[src/rtl/spi_frm_seq.sv]
// spi_frm_seq: SCLK-domain frame sequencer in front of the SPI slave core.
// It tracks a fixed CMD_W+DATA_W+CRC_W bit frame bit by bit and flags short
// and long frames. Each complete frame is handed to the core domain through
// a toggle. It also loads the MISO slot for the next frame, taking the
// register response word when one is pending and the status word otherwise.
//
// Ports:
//   i_spi_sclk    SPI clock; rising edge samples MOSI, falling edge drives MISO
//   i_rst_n       asynchronous active-low reset
//   i_spi_csb     chip select (low active); high aborts the frame asynchronously
//   i_spi_mosi    serial data in
//   i_rsp_vld     register response pending
//   i_rsp_word    register response word
//   i_sts_word    fallback status word
//   o_spi_miso    serial data out, MSB first
//   o_frm_word    last complete received frame
//   o_frm_tgl     toggles once per complete frame
//   o_len_err_tgl toggles once per short or long frame
//   o_rsp_ack_tgl toggles when i_rsp_word is loaded into the slot
//   o_rsp_sel     1 = slot holds i_rsp_word, 0 = slot holds i_sts_word
//   o_state       FSM state for observation
module spi_frm_seq #(
    parameter int unsigned CMD_W  = 8,
    parameter int unsigned DATA_W = 8,
    parameter int unsigned CRC_W  = 8,
    localparam int unsigned FRM_W = CMD_W + DATA_W + CRC_W,
    localparam int unsigned CNT_W = $clog2(FRM_W + 1)
) (
    input  logic             i_spi_sclk,
    input  logic             i_rst_n,
    input  logic             i_spi_csb,
    input  logic             i_spi_mosi,
    input  logic             i_rsp_vld,
    input  logic [FRM_W-1:0] i_rsp_word,
    input  logic [FRM_W-1:0] i_sts_word,
    output logic             o_spi_miso,
    output logic [FRM_W-1:0] o_frm_word,
    output logic             o_frm_tgl,
    output logic             o_len_err_tgl,
    output logic             o_rsp_ack_tgl,
    output logic             o_rsp_sel,
    output logic [2:0]       o_state
);

    typedef enum logic [2:0] {
        ST_IDLE = 3'd0,
        ST_CMD  = 3'd1,
        ST_DATA = 3'd2,
        ST_CRC  = 3'd3,
        ST_DONE = 3'd4,
        ST_OVF  = 3'd5
    } state_t;

    localparam logic [CNT_W-1:0] CNT_CMD  = CNT_W'(CMD_W);
    localparam logic [CNT_W-1:0] CNT_DATA = CNT_W'(CMD_W + DATA_W);
    localparam logic [CNT_W-1:0] CNT_FRM  = CNT_W'(FRM_W);
    localparam logic [CNT_W-1:0] CNT_TOP  = CNT_W'(FRM_W - 1);

    state_t             state;
    state_t             state_nxt;
    logic [CNT_W-1:0]   cnt;
    logic [CNT_W-1:0]   cnt_inc;
    logic [CNT_W-1:0]   miso_idx;
    logic [FRM_W-1:0]   rx_sr;
    logic [FRM_W-1:0]   rx_nxt;
    logic [FRM_W-1:0]   slot;
    logic               short_flg;
    logic               frm_rst_n;
    logic               frm_start;
    logic               frm_end;
    logic               ovf_start;

    // Frame-tracking state is reset by i_rst_n and also held idle while csb is high.
    assign frm_rst_n = i_rst_n & ~i_spi_csb;

    // Next-state, counter and event decode for the rising edge.
    always_comb begin
        state_nxt = state;
        cnt_inc   = (cnt == CNT_FRM) ? cnt : cnt + CNT_W'(1);
        rx_nxt    = {rx_sr[FRM_W-2:0], i_spi_mosi};
        miso_idx  = CNT_TOP - cnt;
        frm_start = (state == ST_IDLE);
        frm_end   = (state == ST_CRC) && (cnt_inc == CNT_FRM);
        ovf_start = (state == ST_DONE);
        unique case (state)
            ST_IDLE: state_nxt = ST_CMD;
            ST_CMD:  if (cnt_inc == CNT_CMD)  state_nxt = ST_DATA;
            ST_DATA: if (cnt_inc == CNT_DATA) state_nxt = ST_CRC;
            ST_CRC:  if (cnt_inc == CNT_FRM)  state_nxt = ST_DONE;
            ST_DONE: state_nxt = ST_OVF;
            ST_OVF:  state_nxt = ST_OVF;
            default: state_nxt = ST_IDLE;
        endcase
    end

    // Frame FSM, bit counter and receive shift register.
    always_ff @(posedge i_spi_sclk or negedge frm_rst_n) begin
        if (!frm_rst_n) begin
            state <= ST_IDLE;
            cnt   <= '0;
            rx_sr <= '0;
        end else begin
            state <= state_nxt;
            cnt   <= cnt_inc;
            rx_sr <= rx_nxt;
        end
    end

    // Frame hand-off, length-error detection and slot arbitration; survives csb.
    always_ff @(posedge i_spi_sclk or negedge i_rst_n) begin
        if (!i_rst_n) begin
            o_frm_word    <= '0;
            o_frm_tgl     <= 1'b0;
            o_len_err_tgl <= 1'b0;
            o_rsp_ack_tgl <= 1'b0;
            o_rsp_sel     <= 1'b0;
            slot          <= '0;
            short_flg     <= 1'b0;
        end else if (!i_spi_csb) begin
            if (frm_end) begin
                o_frm_word <= rx_nxt;
                o_frm_tgl  <= ~o_frm_tgl;
                if (i_rsp_vld) begin
                    slot          <= i_rsp_word;
                    o_rsp_sel     <= 1'b1;
                    o_rsp_ack_tgl <= ~o_rsp_ack_tgl;
                end else begin
                    slot      <= i_sts_word;
                    o_rsp_sel <= 1'b0;
                end
            end
            // A flag still set at the start of a frame means the previous one was cut short.
            if (ovf_start || (frm_start && short_flg)) begin
                o_len_err_tgl <= ~o_len_err_tgl;
            end
            if (frm_end) begin
                short_flg <= 1'b0;
            end else if (cnt_inc < CNT_FRM) begin
                short_flg <= 1'b1;
            end
        end
    end

    // MISO launched on the falling edge so the master can sample on the rising edge.
    always_ff @(negedge i_spi_sclk or negedge frm_rst_n) begin
        if (!frm_rst_n) begin
            o_spi_miso <= 1'b0;
        end else if ((state == ST_DONE) || (state == ST_OVF)) begin
            o_spi_miso <= 1'b0;
        end else begin
            o_spi_miso <= slot[miso_idx];
        end
    end

    assign o_state = 3'(state);

endmodule

[config.mk]
export PLATFORM = sky130hd
export DESIGN_NAME = spi_frm_seq
export DESIGN_NICKNAME = d
export VERILOG_FILES = /design/src/rtl/spi_frm_seq.sv
export SDC_FILE = /design/constraint.sdc
export NUM_CORES = 1
export LEC_CHECK = 0
export ABC_AREA = 1
export BUFFER_PORTS_ARGS = -buffer_cell sky130_fd_sc_hd__buf_2
export CORE_MARGIN = 2
export CORE_UTILIZATION = 51
export CTS_CLUSTER_SIZE = 25
export DETAILED_ROUTE_END_ITERATION = 10
export PLACE_DENSITY = 0.76
export RECOVER_POWER = 25
export SETUP_SLACK_MARGIN = 0.4
export SLEW_MARGIN = 40
export SYNTH_ARGS = -nofsm -noshare
export SYNTH_HDL_FRONTEND = slang
export SYNTH_SLANG_ARGS = --single-unit
export TNS_END_PERCENT = 50
[constraint.sdc]
create_clock -name i_spi_sclk -period 2.4 [get_ports i_spi_sclk]
set_input_delay 0.36 -clock i_spi_sclk [delete_from_list [all_inputs] [get_ports i_spi_sclk]]
set_output_delay 0.36 -clock i_spi_sclk [all_outputs]
set_load 0.05 [all_outputs]
==> impl_metrics.yaml <==
cts:
  cts-root-buf: "clkbuf_8"
  cts_tree: "done"
  ctsLongestPathBuffers: 2
  numCtsBuffers: 9
  htree_levels: 3
  worstSkewPairLatency_ps: 360
  clk_pin_slew_ps: 90
  clock-sinks: 85
route:
  routedWlPerCell_microns: 14.5
  finalWirelength_mm: 8.67
  dr.pass1.iters: 4
  drtAntennaViolNets: 0
  drc: 0
  routed_via_density: 5.02
  drt-initial-drc-count: 250
  vias: 3003
sta:
  clock_skew_ps: 21.9
  hold_viol_final: 0
  rsz0062_at_grt: "true"
  slew-limit-headroom: -0.147
  slew_violations: 32
  setup_ws_ps: -105
  setup_tns_ps: -175
  setup_viol: 2
  worstMarginPinSlew_ps: 1720
synth:
  synthFlopType: "dfrtp_1"
  synth_top_area_frac: 0.571
  synth.most_common_cell: "nand2_1"
  synthTopCellsByArea: "dfrtp_1 57%, nand2_1 17%, mux2_2 7.3%"
  synth_area_sq_um: 3680
  synth_common_cells: "169 x nand2_1, 84 x dfrtp_1, 26 x inv_1"
  syn-num-nets: 454
  synth_area_per_cell_sq_um: 9.23
  yosys.area.top_type: "dfrtp_1"
  ys_warn_count: 0
  ys_types: 28
  synthCells: 399
  ys_seq_elements: 85
  ys_seq_area_frac: 0.577
  synth-edff-count: 0
  synthArstFlopShare: 1.00
floorplanning:
  core_sq_um: 6910
  fp.dieW_microns: 89.0
  die_h_microns: 89.0
  fp-row-count: 30
  dieArea_sq_um: 7920
  io_pins: 85
  initial_utilization: 0.533
outcome:
  violations: "capacitance limit, slew limit, setup timing"
  status: "finished with violations"
flow_run:
  max-cap-violations: 1
placement:
  port_buffers: 84
  dp_hpwl_mm: 5.48
  placed_cells: 572
  place.gp.congestion: 0.896
critical_path:
  crit_path_start_kind: "flip-flop"
  crit_type: "flip-flop to flip-flop"
  critPathRequiredTime_ps: 1390
  end_kind: "flip-flop"
  path_max_fanout: 12
  crit_arrival_ps: 1500
  rr_worst_depth: 8
power_and_ir_drop:
  peakVddDrop_mv: 0.394
  leakagePower_nw: 2.45
  power_density_nw_per_um2: 603
  p_total_mw: 2.79
grt:
  grt-ovfl-total: 0
  grt_pass1_wl_mm: 13.4
  track_usage: 0.221
  first_global_vias: 3019
  grt_max_degree: 54
  antenna_found_initial: 0
worst_hold_path:
  hold_class: "input pin to flip-flop"
  hold_depth: 1
cells_and_area:
  antenna_cells: 0
  drive_gt1_frac: 0.315
  syn_to_final_growth_pct: 25.5
  fill_cells: 587
  final_cells: 598
  fin_nets: 552
-- cell usage in the layout (no fill, tap or decap), types with 2 or more instances in the layout --
cell type / count
nand2_1: 168
dfrtp_1: 82
buf_2: 82
inv_1: 25
mux2_2: 24
nand3_1: 20
nor2_1: 13
o21ai_0: 11
clkbuf_8: 9
buf_6: 7
buf_12: 5
buf_4: 5
o21ai_1: 4
nand4_1: 3
a21oi_1: 3
nor3_1: 3
clkbuf_1: 3
inv_2: 2
nor2_2: 2
xor2_1: 2
o21ai_2: 2
nand3_2: 2
ha_1: 2
clkinvlp_4: 2
inv_6: 2
clkbuf_16: 2
dfrtp_2: 2
-- flip-flops by register name, summed over array words and instances (netlist names) --
signal         count
o_frm_tgl          1
o_spi_miso         1
rx_sr             23
slot              24
o_rsp_sel          1
short_flg          1
o_frm_word        24
o_len_err_tgl      1
o_state            3
cnt                5
o_rsp_ack_tgl      1
-- final cells by class --
cell class / count / area, sq um / area share
Inverter: 29 / 134 / 0.0290
Timing Repair Buffer: 104 / 712 / 0.154
Tap cell: 96 / 120 / 0.0260
Clock buffer: 10 / 128 / 0.0276
Multi-Input combinational cell: 268 / 1360 / 0.293
Clock inverter: 6 / 46.3 / 0.0100
Sequential cell: 85 / 2130 / 0.460
-- per-stage QoR --
step                hold slack, ps   util  setup slack, ps  area, sq um
floorplan                     64.4      -            -14.4         3720
CTS                            119  0.646            -83.6         4460
global route                   114  0.670             -186         4620
finish                         124  0.670             -105         4620
detailed placement             362  0.608             -108         4200
global placement               358  0.608            -73.2         4200
-- path summary, 6_finish.rpt --
path,startpoint,endpoint,slack [ps]
max,cnt[0],o_spi_miso,-100
min in group asynchronous,i_rst_n,slot[17],220
max in group asynchronous,i_rst_n,cnt[0],480
min,i_spi_mosi,rx_sr[0],120
min reg2reg,rx_sr[17],rx_sr[18],380
max reg2reg,cnt[0],o_spi_miso,-100
-- worst max-delay path, stage by stage (launching register included) --
cell and delay, ps:
dfrtp_2 450, buf_6 140, clkinv_8 70, nand2_1 60, nand3_1 90, nand3_1 100
nand3_1 90, nand3b_1 100, nor2_1 50
-- repair_timing --
item	4_1_cts	5_1_grt
setup buffers	1	6
resized for setup	16	15
hold buffers	0	0
pin swaps	1	7
setup endpoints to repair	54	55
cloned	1	2
-- per-layer routing --
| metal | part of all wire | up-vias | GRT usage |
|---|---|---|---|
| met1 | 0.41 | 1444 | 0.264 |
| met3 | 0.059 | 25 | 0.0545 |
| met2 | 0.49 | 84 | 0.389 |
| li1 | - | 1450 | - |
| met5 | 0 | - | 0 |
| met4 | 0.034 | 0 | 0.0814 |
-- cells by family (layout without fill, tap and decap cells) --
kind of cell | Yosys count | count (layout) | share of synthesized area
and+or+nand+nor | 216 | 216 | 0.238
DFF | 85 | 85 | 0.577
buffers and inverters | 46 | 149 | 0.0635
muxes | 24 | 24 | 0.0734
AOI/OAI and AO/OA | 23 | 23 | 0.0336
xor gates and xnor gates | 3 | 3 | 0.00713
adders and majority gates | 2 | 2 | 0.00679
-- report_power, final --
part | internal (mW) | switching (mW) | total, mW
Combinational | 0.110 | 0.209 | 0.319
Sequential | 1.51 | 0.0457 | 1.56
Clock | 0.384 | 0.528 | 0.911
Note: power is estimated with default switching activity, not from simulation.
